## src/rtl/bus_arbiter.sv

```systemverilog
// bus_arbiter: two-master round-robin arbiter for the shared 64-bit system bus.
// Only one transaction is in flight at a time. A read holds the bus for a fixed
// slave latency, and the returned data is steered back to the master that issued it.
module bus_arbiter #(
    parameter int unsigned READ_LATENCY = 1,                      // legal range 1..15
    parameter logic [63:0] IDLE_ADDR    = 64'h0000_0000_8000_0000
) (
    input  logic        clk,
    input  logic        reset,

    input  logic [63:0] m0_address,
    input  logic [63:0] m0_write_data,
    input  logic        m0_write_enable,
    input  logic        m0_read_enable,
    output logic        m0_grant,
    output logic [63:0] m0_read_data,
    output logic        m0_read_valid,

    input  logic [63:0] m1_address,
    input  logic [63:0] m1_write_data,
    input  logic        m1_write_enable,
    input  logic        m1_read_enable,
    output logic        m1_grant,
    output logic [63:0] m1_read_data,
    output logic        m1_read_valid,

    output logic [63:0] bus_address,
    output logic [63:0] bus_write_data,
    output logic        bus_write_enable,
    output logic        bus_read_enable,
    input  logic [63:0] bus_read_data,
    output logic        busy
);

    typedef enum logic {IDLE, RWAIT} state_t;

    state_t      state;
    logic        last_owner;   // master granted most recently; loses the next tie
    logic        owner;        // master whose read is outstanding
    logic [3:0]  cnt;          // cycles left before read data is captured

    logic        req0;
    logic        req1;
    logic        sel;
    logic        sel_write;
    logic [63:0] sel_address;
    logic [63:0] sel_write_data;

    // Requests are masked in the grant cycle so a master that is still holding
    // its enable (it only sees the grant now) cannot be issued twice.
    always_comb begin
        req0 = (m0_write_enable | m0_read_enable) & ~m0_grant;
        req1 = (m1_write_enable | m1_read_enable) & ~m1_grant;
        if (req0 && req1) begin
            sel = ~last_owner;
        end else begin
            sel = req1;
        end
        sel_write      = sel ? m1_write_enable : m0_write_enable;
        sel_address    = sel ? m1_address      : m0_address;
        sel_write_data = sel ? m1_write_data   : m0_write_data;
    end

    // Arbitration FSM; every output is registered here. A read that is in flight
    // when reset asserts is abandoned without a read_valid pulse.
    always_ff @(posedge clk or negedge reset) begin
        if (!reset) begin
            state            <= IDLE;
            last_owner       <= 1'b1;
            owner            <= 1'b0;
            cnt              <= 4'd0;
            busy             <= 1'b0;
            m0_grant         <= 1'b0;
            m1_grant         <= 1'b0;
            m0_read_valid    <= 1'b0;
            m1_read_valid    <= 1'b0;
            m0_read_data     <= 64'd0;
            m1_read_data     <= 64'd0;
            bus_address      <= IDLE_ADDR;
            bus_write_data   <= 64'd0;
            bus_write_enable <= 1'b0;
            bus_read_enable  <= 1'b0;
        end else begin
            // grant and read_valid are single-cycle pulses
            m0_grant      <= 1'b0;
            m1_grant      <= 1'b0;
            m0_read_valid <= 1'b0;
            m1_read_valid <= 1'b0;

            // bus idles unless a new transaction is issued below
            bus_address      <= IDLE_ADDR;
            bus_write_data   <= 64'd0;
            bus_write_enable <= 1'b0;
            bus_read_enable  <= 1'b0;

            case (state)
                IDLE: begin
                    if (req0 || req1) begin
                        bus_address      <= sel_address;
                        bus_write_data   <= sel_write ? sel_write_data : 64'd0;
                        bus_write_enable <= sel_write;
                        bus_read_enable  <= ~sel_write;
                        m0_grant         <= ~sel;
                        m1_grant         <= sel;
                        owner            <= sel;
                        last_owner       <= sel;
                        if (!sel_write) begin
                            state <= RWAIT;
                            cnt   <= 4'(READ_LATENCY);
                            busy  <= 1'b1;
                        end
                    end
                end

                RWAIT: begin
                    if (cnt != 4'd0) begin
                        cnt <= cnt - 4'd1;
                    end else begin
                        if (owner) begin
                            m1_read_data  <= bus_read_data;
                            m1_read_valid <= 1'b1;
                        end else begin
                            m0_read_data  <= bus_read_data;
                            m0_read_valid <= 1'b1;
                        end
                        state <= IDLE;
                        busy  <= 1'b0;
                    end
                end

                default: begin
                    state <= IDLE;
                    busy  <= 1'b0;
                end
            endcase
        end
    end

endmodule

```

## config.mk

```make
export PLATFORM = sky130hd
export DESIGN_NAME = bus_arbiter
export DESIGN_NICKNAME = d
export VERILOG_FILES = /design/src/rtl/bus_arbiter.sv
export SDC_FILE = /design/constraint.sdc
export NUM_CORES = 1
export LEC_CHECK = 0
export CORE_AREA = 2 2 232 234
export CTS_BUF_LIST = sky130_fd_sc_hd__clkbuf_8 sky130_fd_sc_hd__clkbuf_16
export CTS_CLUSTER_SIZE = 25
export DETAILED_ROUTE_END_ITERATION = 10
export DIE_AREA = 0 0 234 236
export PLACE_DENSITY_LB_ADDON = 0.05
export SYNTH_ARGS = -nofsm -noshare
export SYNTH_HDL_FRONTEND = slang
export SYNTH_SLANG_ARGS = --single-unit
```

## constraint.sdc

```tcl
create_clock -name clk -period 3.07 [get_ports clk]
set_clock_uncertainty 0.15 [all_clocks]
set_input_delay 0.614 -clock clk [delete_from_list [all_inputs] [get_ports clk]]
set_output_delay 0.614 -clock clk [all_outputs]
set_load 0.005 [all_outputs]
```

**Yosys cells after proc, flatten, opt, wreduce, memory -nomap -nowiden**

Cells that the tools add are included.

- $add $sub $neg: 1
- Reduce and logical (&&, ||, !) cells: 8
- Bitwise logic cells: 12
- Equality and inequality tests: 4
- Multiplexer cells: 35

Operators with widths:

| operator | count |
|---|---|
| 64-bit two-way mux | 7 |
| 1-bit two-way mux | 22 |
| 4-bit two-way mux | 3 |
| 3-bit AND reduction | 4 |
| 1-bit NOT | 8 |
| 4-bit one-hot mux with 2 select lines | 1 |
| 2-bit != test (second input constant) | 3 |
| 1-bit one-hot mux with 2 select lines | 2 |
| 4-bit nonzero test | 1 |
| 4-bit by 1-bit subtractor with 4-bit output (second input constant) | 1 |
| 1-bit bitwise AND | 2 |
| 2-bit by 1-bit != test with 1-bit output (second input constant) | 1 |
| 1-bit bitwise OR | 2 |
| 2-bit AND reduction | 1 |
| 1-bit logical AND | 1 |
| 1-bit logical OR | 1 |

- Input bits: 326
- Register bits: 270

**Longest topological paths before layout**

- Depth in word-level cells: 8
- Gate-level depth with buffers: 7
- Mapped depth without buffers: 6

**Worst setup path after synthesis**

Ideal clock, no wire load.

- Path type: flip-flop to flip-flop
- Start: reg cnt[0]
- End: reg m0_read_data[14]
- Library setup time: 0.125 ns
- Data required time: 2.795 ns
- Buffers on the path: 2
- Arrival time: 1.593 ns
- Path slack: 1.202 ns
- Stages on the path, launching flop included: 8
- Clock period less this slack: 1.868 ns
- Cell sequence: dfrtp_1 inv_1 ha_1 nand4bb_1 nor2_1 buf_2 buf_4 mux2_2

- Word-level cells in the longest chain between the ends: 3

Ends and longest elaborated chain:

| item | line | RTL |
|---|---|---|
| start, declared | 40 | `logic [3:0] cnt;` |
| start signal, assigned | 109 | `cnt <= 4'(READ_LATENCY);` |
| start signal, assigned | 117 | `cnt <= cnt - 4'd1;` |
| 4-bit nonzero test | 116 | `if (cnt != 4'd0) begin` |
| 1-bit NOT (no line) | - |  |
| 3-bit AND reduction (no line) | - |  |
| end signal, assigned | 123 | `m0_read_data <= bus_read_data;` |
| end, declared | 16 | `output logic [63:0] m0_read_data,` |

Every way passes these cells.
A chain may end at the register's enable or synchronous reset.

**Final worst setup path**

- Start: reg bus_address[31]
- End: out bus_address[31]

RTL lines:

| item | line | RTL |
|---|---|---|
| start, declared | 27 | `output logic [63:0] bus_address,` |
| start signal, assigned | 99 | `bus_address <= sel_address;` |

No word-level cell between the ends.

==> summary.md <==
| Metric | Value |
|---|---|
| Crit path DAT | 1.59 ns |
| Gate Count Post-Synth | 759 |
| R2R cell count | 6 |
| Leakage | 7.99 nW |
| Num CTS Buffers | 37 |
| Most frequent cells in the layout | clkdlybuf4s50_1, dfrtp_1, nand2_1 |
| Synth Warn # | 0 |
| Slowest CP cell | clkdlybuf4s50_1 |
| Overall Global Routing Usage | 0.150 |
| RSZ-0062 raised after global routing | no |
| Fin. Hold Viols | 0 |
| Root buf cell | clkbuf_16 |
| Status | finished, final reports clean |
| Share of cells above drive strength 1 | 0.153 |
| Fmax | 0.426 GHz |
| Worst skew pair latency | 0.54 ns |
| H-tree depth | 2 |
| Delay-heaviest family, CP | buffers and inverters |
| Worst path bufs/invs | 1 |
| Die Area | 55200 um2 |
| Drt initial violations | 275 |
| Sw Ratio | 0.302 |
| Detailed Routing Iterations Pass 1 | 4 |
| Critical-path cell list | clkdlybuf4s50_1 |
| Register share of total power | 0.327 |
| Hold Path End | busy |
| Global-route wire length before repair | 60700 um |
| I/O pin count | 589 |
| Synth area leader | dfrtp_1 |
| Final WS setup | 0.720 ns |
| Via density | 3.98 |
| Fin. max-slew vios | 0 |
| Worst setup EP type | output pin |
| Die width | 234 um |
| Final wirelength | 42300 um |
| R2r setup slk | 0.73 ns |
| Core area | 53100 um2 |
| Seq/Total Area, Yosys | 0.652 |
| PD cells | 975 nW/um2 |
| Clock sink count | 270 |
| Max_slew headroom | 0.583 |
| Mean Syn Cell Area | 13.7 um2 |
| Fillers | 5298 |
| Measured slew at the worst slew-check pin | 0.626 ns |
| Port-buffer cells | 588 |
| Pre-CTS setup slack | 0.578 ns |
| Number of global-route vias before repair | 8870 |
| Clock transition at the registers of the reported paths | 0.05 ns |
| Initial Util | 0.195 |
| # rows | 85 |
| Setup Buffers After CTS | 0 |
| Die height | 236 um |
| Leading cell type in the layout, fill and taps excluded | clkdlybuf4s50_1 |
| Combinational power share | 0.438 |
| CP max FO | 1 |
| Clock share of power | 0.235 |
| Net Sw Power | 5.40 mW |
| Area growth syn-to-layout | 77.3% |
| Final setup fails | 0 |
| Hold Path Class | flop to flop |
| Period minus WS final | 2.35 ns |
| Min-Delay Path Depth | 1 |
| Crit share post-route | 0.765 |
| Yosys reg bits | 270 |
| DPL Wire Length | 31600 um |
| Worst r2r dst | m1_read_data[1] |
| Synth area leaders | dfrtp_1, mux2_2, mux2_4 |
| Yosys top cell area share | 0.647 |
| Clk buf depth | 3 |
| Initial antenna violation count | 14 |
| Hold_sp | busy |
| Critical Path Start Type | flop |
| Final ANT Viol Nets | 0 |
| WL per Instance | 20.3 um |
| Synthesized area | 10400 um2 |
| Unique masters post-synth | 32 |
| Remaining routing DRC violations | 0 |
| Placer Congestion | 0.822 |
| Critical path class | flop to output pin |
| CTS tree | yes |
| Total negative slack | 0 ns |
| Peak supply drop | 0.400 mV |
| Worst Path Required | 2.31 ns |
| Post-synthesis net count | 1087 |
| Internal power | 12.5 mW |
| Max stage delay on crit path | 0.55 ns |
| Largest net degree at the start of global routing | 71 |
| GRT overflow | 0 |
| Number of max-cap violations | 0 |
| NumNets Final | 1687 |
| FF-to-FF Start | cnt[0] |
| DR vias | 8316 |
## how the worst max path moves through the flow
stage / from / endpoint / cells past startpoint
finish: bus_address[31] / bus_address[31] / 1
global route: cnt[0] / m1_read_data[1] / 6
CTS: bus_address[31] / bus_address[31] / 1
detailed placement: m0_write_enable / bus_write_data[48] / 6
global placement: m0_read_enable / bus_write_data[42] / 6
floorplan: cnt[0] / m0_read_data[14] / 7
## registers in the layout (all words and copies together) (netlist names), 4 cells and up
signal,cells
bus_address,64
bus_write_data,64
cnt,4
m0_read_data,64
m1_read_data,64
## layout make-up
class                   count  area (um2)  area share
flip-flops and latches    270        6760       0.368
clock inverters            21         143     0.00776
well taps                 696         871      0.0474
clock buffers              44        1040      0.0569
multi-input cells         431        3320       0.181
diodes                      6        15.0    0.000817
repair buffers            611        6190       0.337
inverters                   8        30.0     0.00163
## power groups by stage
stage	sequential, mW	clock, mW	combinational [mW]
finish	5.86	4.20	7.84
global route	6.07	4.56	8.45
floorplan	6.04	0	2.89
detailed placement	5.93	0	8.02
global placement	5.90	0	8.07
CTS	5.89	4.40	8.06
## layer usage
layer	track usage	up-vias	routed length [um]
met4	0.0520	16	1130
met2	0.254	343	21000
met5	0	-	92
li1	-	3849	-
met3	0.0706	84	4300
met1	0.163	4024	15800
## synthesized netlist by cell type, drive strengths merged
master   number
a211oi        1
a21o          4
a21oi        70
a22o         63
a32o          1
a32oi         1
buf          40
clkbuf       10
dfrtp       268
dfstp         2
ha            2
inv           8
mux2        128
nand2       130
nand4bb       1
nor2         12
nor2b         3
nor3          2
nor3b         1
o211ai        2
o21a          1
o21ai         3
o21ba         1
o21bai        2
or2           1
or4b          1
xnor2         1
## logic make-up (layout without fill, tap and decap cells)
| family | after synthesis | in the layout | share of synthesized area |
|---|---|---|---|
| flip-flops | 270 | 270 | 0.652 |
| XOR/XNOR | 1 | 1 | 0.000845 |
| AO/OA/AOI/OAI | 149 | 149 | 0.0993 |
| buffers and inverters | 58 | 684 | 0.0307 |
| adder cells (fa/ha/maj) | 2 | 2 | 0.00241 |
| other | 0 | 6 | 0 |
| AND/OR/NAND/NOR | 151 | 151 | 0.0576 |
| multiplexers | 128 | 128 | 0.157 |
## timing repair
action | CTS | global route
endpoints found under the setup margin | 0 | 0
gates resized for setup | 0 | 0
endpoints found under the hold margin | 62 | 0
hold buffers | 1 | 0
## stage by stage
stage | hold WS (ns) | cell area, um2 | std cells | util | power, mW
6_report | 0.333 | 18400 | 2087 | 0.346 | 17.9
5_1_grt | 0.366 | 18400 | 2087 | 0.346 | 19.1
4_1_cts | 0.339 | 18400 | 2081 | 0.346 | 18.3
3_5_place_dp | 0.327 | 17200 | 2015 | 0.323 | 13.9
3_3_place_gp | 0.332 | 17200 | 2015 | 0.323 | 14.0
2_1_floorplan | 0.168 | 10400 | 759 | - | 8.93
No activity file was read; power rests on OpenSTA's default activity.
